===== config.mk =====
export PLATFORM = sky130hd
export DESIGN_NAME = vga_pixel_fetch
export DESIGN_NICKNAME = d
export VERILOG_FILES = /design/src/rtl/vga_pixel_fetch.sv
export SDC_FILE = /design/constraint.sdc
export NUM_CORES = 1
export LEC_CHECK = 0
export ABC_AREA = 1
export CORE_ASPECT_RATIO = 0.9
export CORE_MARGIN = 2
export CORE_UTILIZATION = 44
export DETAILED_ROUTE_END_ITERATION = 8
export GPL_TIMING_DRIVEN = 0
export MAX_ROUTING_LAYER = met4
export PLACE_DENSITY = 0.91
export SYNTH_ARGS = -nofsm -noshare
export SYNTH_HDL_FRONTEND = slang
export SYNTH_SLANG_ARGS = --single-unit

===== constraint.sdc =====
create_clock -name clk -period 3.05 [get_ports clk]
set_input_delay 0.915 -clock clk [delete_from_list [all_inputs] [get_ports clk]]
set_output_delay 0.915 -clock clk [all_outputs]
set_load 0.05 [all_outputs]

===== src/rtl/vga_pixel_fetch.sv =====
// Frame-buffer read stage: maps VGA counters to a BRAM line address in the displayed
// bank, realigns sync/blank with the read data and expands RGB444 to RGB888.
module vga_pixel_fetch #(
  parameter int unsigned RD_LATENCY = 2,
  parameter int unsigned BANK_SIZE  = 76800
) (
  input  logic        clk,
  input  logic        rst_n,
  input  logic [9:0]  hcount,
  input  logic [9:0]  vcount,
  input  logic        hsync,
  input  logic        vsync,
  input  logic        blank,
  input  logic        swap_req,
  output logic        swap_ack,
  output logic        rd_bank,
  output logic [17:0] bram_addr,
  input  logic [11:0] bram_dout,
  output logic [7:0]  vga_r,
  output logic [7:0]  vga_g,
  output logic [7:0]  vga_b,
  output logic        vga_hsync,
  output logic        vga_vsync,
  output logic        vga_blank
);

  localparam int unsigned DEPTH     = RD_LATENCY + 1;
  localparam logic [17:0] BANK1_BASE = 18'(BANK_SIZE);

  typedef enum logic {BANK_0 = 1'b0, BANK_1 = 1'b1} bank_e;

  bank_e             bank_q, bank_d;
  logic              prev_vsync_q, prev_vsync_d;
  logic              swap_ack_q, swap_ack_d;
  logic              frame_edge;

  logic              in_range;
  logic [8:0]        row, col;
  logic [17:0]       pix_off, bank_base;
  logic [17:0]       bram_addr_q, bram_addr_d;

  logic [DEPTH-1:0]  hs_pipe_q, hs_pipe_d;
  logic [DEPTH-1:0]  vs_pipe_q, vs_pipe_d;
  logic [DEPTH-1:0]  fb_pipe_q, fb_pipe_d;

  logic [7:0]        vga_r_q, vga_r_d, vga_g_q, vga_g_d, vga_b_q, vga_b_d;
  logic              vga_hsync_q, vga_hsync_d;
  logic              vga_vsync_q, vga_vsync_d;
  logic              vga_blank_q, vga_blank_d;

  always_comb begin
    prev_vsync_d = vsync;
    frame_edge   = prev_vsync_q & ~vsync;
    bank_d       = bank_q;
    swap_ack_d   = 1'b0;
    if (frame_edge && swap_req) begin
      bank_d     = (bank_q == BANK_0) ? BANK_1 : BANK_0;
      swap_ack_d = 1'b1;
    end
  end

  // Address is built from the next bank so a committed swap reaches bram_addr
  // on the cycle right after the vsync edge.
  always_comb begin
    in_range    = (hcount < 10'd640) && (vcount < 10'd480);
    row         = vcount[9:1];
    col         = hcount[9:1];
    pix_off     = ({9'd0, row} << 8) + ({9'd0, row} << 6) + {9'd0, col};
    bank_base   = (bank_d == BANK_1) ? BANK1_BASE : '0;
    bram_addr_d = in_range ? (bank_base + pix_off) : bank_base;
  end

  always_comb begin
    hs_pipe_d   = {hs_pipe_q[DEPTH-2:0], hsync};
    vs_pipe_d   = {vs_pipe_q[DEPTH-2:0], vsync};
    fb_pipe_d   = {fb_pipe_q[DEPTH-2:0], ~in_range | blank};
    vga_hsync_d = hs_pipe_q[DEPTH-1];
    vga_vsync_d = vs_pipe_q[DEPTH-1];
    vga_blank_d = fb_pipe_q[DEPTH-1];
    vga_r_d     = '0;
    vga_g_d     = '0;
    vga_b_d     = '0;
    if (!fb_pipe_q[DEPTH-1]) begin
      vga_r_d = {bram_dout[11:8], bram_dout[11:8]};
      vga_g_d = {bram_dout[7:4],  bram_dout[7:4]};
      vga_b_d = {bram_dout[3:0],  bram_dout[3:0]};
    end
  end

  always_ff @(posedge clk or negedge rst_n) begin
    if (!rst_n) begin
      bank_q       <= BANK_0;
      prev_vsync_q <= 1'b1;
      swap_ack_q   <= 1'b0;
      bram_addr_q  <= '0;
      hs_pipe_q    <= '1;
      vs_pipe_q    <= '1;
      fb_pipe_q    <= '1;
      vga_r_q      <= '0;
      vga_g_q      <= '0;
      vga_b_q      <= '0;
      vga_hsync_q  <= 1'b1;
      vga_vsync_q  <= 1'b1;
      vga_blank_q  <= 1'b1;
    end else begin
      bank_q       <= bank_d;
      prev_vsync_q <= prev_vsync_d;
      swap_ack_q   <= swap_ack_d;
      bram_addr_q  <= bram_addr_d;
      hs_pipe_q    <= hs_pipe_d;
      vs_pipe_q    <= vs_pipe_d;
      fb_pipe_q    <= fb_pipe_d;
      vga_r_q      <= vga_r_d;
      vga_g_q      <= vga_g_d;
      vga_b_q      <= vga_b_d;
      vga_hsync_q  <= vga_hsync_d;
      vga_vsync_q  <= vga_vsync_d;
      vga_blank_q  <= vga_blank_d;
    end
  end

  assign rd_bank   = bank_q;
  assign swap_ack  = swap_ack_q;
  assign bram_addr = bram_addr_q;
  assign vga_r     = vga_r_q;
  assign vga_g     = vga_g_q;
  assign vga_b     = vga_b_q;
  assign vga_hsync = vga_hsync_q;
  assign vga_vsync = vga_vsync_q;
  assign vga_blank = vga_blank_q;

endmodule


==> flow_summary.json <==
{
  "clk_latency_ns": 0.28,
  "fin_worst_skew_ns": 0.00547,
  "drt_wl_total_mm": 5.06,
  "ys_async_sr_fraction": 1.00,
  "ant_nets": 0,
  "start_util": 0.454,
  "worst_setup_path_start_kind": "input pin",
  "slew_violations": 0,
  "diodes": 0,
  "grt_use_total": 0.199,
  "overflow": 0,
  "yosys_warnings": 0,
  "ys_ff_latch": 44,
  "grt_pass1_vias": 1863,
  "cts-root-buf": "clkbuf_8",
  "p_switching_w": 0.000993,
  "synthTopCellsByCount": "50 x inv_1, 41 x nand2_1, 41 x nor2_1",
  "fmax_mhz": 341,
  "postPlaceCellArea_um2": 3100,
  "fin_tns_setup_ns": 0,
  "cts_tree": "done",
  "rsz0062_at_grt": "false",
  "fin_area_um2": 3380,
  "yosysMostFrequentCell": "inv_1",
  "min_period_over_period": 0.962,
  "critPathBufInv": 3,
  "worst_slew_pin_slew_ns": 0.904,
  "p_int_w": 0.00143,
  "antenna_found_initial": 0,
  "seq_power_share": 0.285,
  "dr.first_iter.drc_count": 67,
  "cp_slowest_cell": "fa_1",
  "cp.arrival_ns": 3.11,
  "port_buffers": 82,
  "vias": 1838,
  "worst_slack_ns": 0.115,
  "cts_buffers": 5,
  "final-setup-viol-count": 0,
  "dp_hpwl_mm": 3.75,
  "drc": 0,
  "die_w_um": 78.4,
  "cts_htree_levels": 2,
  "p_leak_nw": 1.68,
  "share_comb_of_total_power": 0.541,
  "ys.flop_type": "dfrtp_1",
  "die_y_um": 71.0,
  "synthesis.nets": 299,
  "cts_num_sinks": 44,
  "ios": 85,
  "synth_top_cell_by_area": "dfrtp_1",
  "avgSynthCellArea_um2": 9.10,
  "area_growth_pct": 54.3,
  "worst_hold_path_type": "reg -> reg",
  "clk_pin_slew_worst_paths_ns": 0.07,
  "ys_seq_area_frac": 0.509,
  "crit_type": "in -> reg",
  "finalHoldViolations": 0,
  "synth_area_leaders": "dfrtp_1 37%, dfstp_2 14%, ha_1 8.6%, inv_1 8.6%, nand2_1 7.0%",
  "pre_cts_slack_ns": -0.766,
  "crit_family": "adder cells",
  "crit_path_max_fanout": 4,
  "p_per_area_nw_per_um2": 715,
  "total_power_w": 0.00242,
  "crit_path_cell_trace": "dlygate4sd2_1, nand2_2, nor2_4, xor2_4, inv_2, fa_1, inv_2, ha_4, nand2_1, nand2_1, a21oi_1, nand4_1, nand3_1, nand2_1",
  "syn_area_um2": 2190,
  "synthCells": 241,
  "switching_share": 0.410,
  "end_kind": "register",
  "dieArea_um2": 5570,
  "ys_types": 21,
  "synth_top_area_frac": 0.365,
  "clockPowerShare": 0.174,
  "clockBufferDepth": 2,
  "status": "completed",
  "cap_violations": 0,
  "hold_buffers": 0,
  "nNetsFinal": 394,
  "place_congestion": 0.787,
  "grt_pass1_wl_mm": 8.23,
  "synth_edf_count": 0,
  "layout-drive-gt1-share": 0.205,
  "drt_pass1_iterations": 4,
  "required_ns": 3.23,
  "core_area_um2": 4830,
  "grt_max_degree": 45,
  "holdWs_ns": 0.358,
  "rows": 24,
  "slowest_delay_ns": 0.54,
  "fin_crit_ns": 2.94,
  "ir_drop_mv": 0.509,
  "avgViaCountPerCell": 4.57,
  "routedWlPerCell_um": 12.6,
  "relSlewSlack": 0.397,
  "crit_path_frequent_cell": "nand2_1"
}
==> cells in the final DEF (no fill, tap or decap), types with 2 or more instances in the layout <==
cell / count
a21oi_1: 6
buf_4: 18
clkbuf_1: 2
nand4_1: 2
clkdlybuf4s50_1: 79
fa_1: 5
nor2_2: 2
inv_2: 5
dfrtp_1: 32
o21ai_0: 2
nor2_4: 2
nor2_1: 37
a21oi_2: 2
ha_1: 11
nand3_1: 9
inv_1: 46
clkbuf_8: 5
dfstp_2: 12
nand2_1: 32
nand2_2: 8
ha_4: 4
==> layer usage <==
metal	part of all wire	vias up	track usage	routed length (um)
met2	0.54	75	0.364	2720
met5	0	-	-	0
met4	0.014	0	0.0585	70
met3	0.057	6	0.0472	288
li1	-	895	-	-
met1	0.39	862	0.214	1980
==> path summary, 6_finish.rpt <==
path,slack [ns],cells after the start,to,start
worst min-delay path,0.36,0,hs_pipe_q[2],hs_pipe_q[1]
min in group asynchronous,0.76,1,bram_addr[2],rst_n
worst max-delay path,0.11,14,bram_addr[16],swap_req
worst min register to register,0.36,0,hs_pipe_q[2],hs_pipe_q[1]
max in group asynchronous,1.73,1,rd_bank,rst_n
worst max register to register,0.40,13,bram_addr[16],vs_pipe_q[0]
==> power groups by stage <==
stage	clock network (W)	registers, W	logic (W)
floorplan	0	0.000925	0.000460
global placement	0	0.000693	0.000977
detailed placement	0	0.000697	0.00100
CTS	0.000431	0.000686	0.00122
global route	0.000454	0.000698	0.00139
finish	0.000421	0.000689	0.00131
==> cells by family (layout without fill, tap and decap cells) <==
family | Yosys count | after routing | share of synthesized area
DFF | 44 | 44 | 0.509
xor gates and xnor gates | 3 | 3 | 0.0120
and+or+nand+nor | 96 | 96 | 0.179
AOI/OAI and AO/OA | 13 | 13 | 0.0337
buffers and inverters | 65 | 161 | 0.135
adders and majority gates | 20 | 20 | 0.131
==> flip-flops by register name, summed over array words and instances, names as in the netlist, 3 cells and up <==
register   count
vga_r          4
fb_pipe_q      3
vs_pipe_q      3
vga_g          4
vga_b          4
bram_addr     18
hs_pipe_q      3
==> layout make-up <==
type	instances	area (um2)
plain buffers	14	105
clock buffers	6	72.6
clock inverters	2	35.0
fillers	350	1450
inverters	51	191
multi-input cells	132	928
flip-flops and latches	44	1120
well taps	65	81.3
repair buffers	88	855
==> through the flow <==
step | cells | util
final | 402 | 0.700
after CTS | 402 | 0.692
after detailed placement | 388 | 0.641
after floorplan | 241 | -
after global routing | 402 | 0.700
after global placement | 388 | 0.642
==> what timing repair did <==
action                                  in CTS  in global routing
pin swaps                                   17                  2
buffers inserted                             6                  0
endpoints found under the setup margin       8                  3
gates resized for setup                     26                 10
Power figures use the tool's default switching activity.
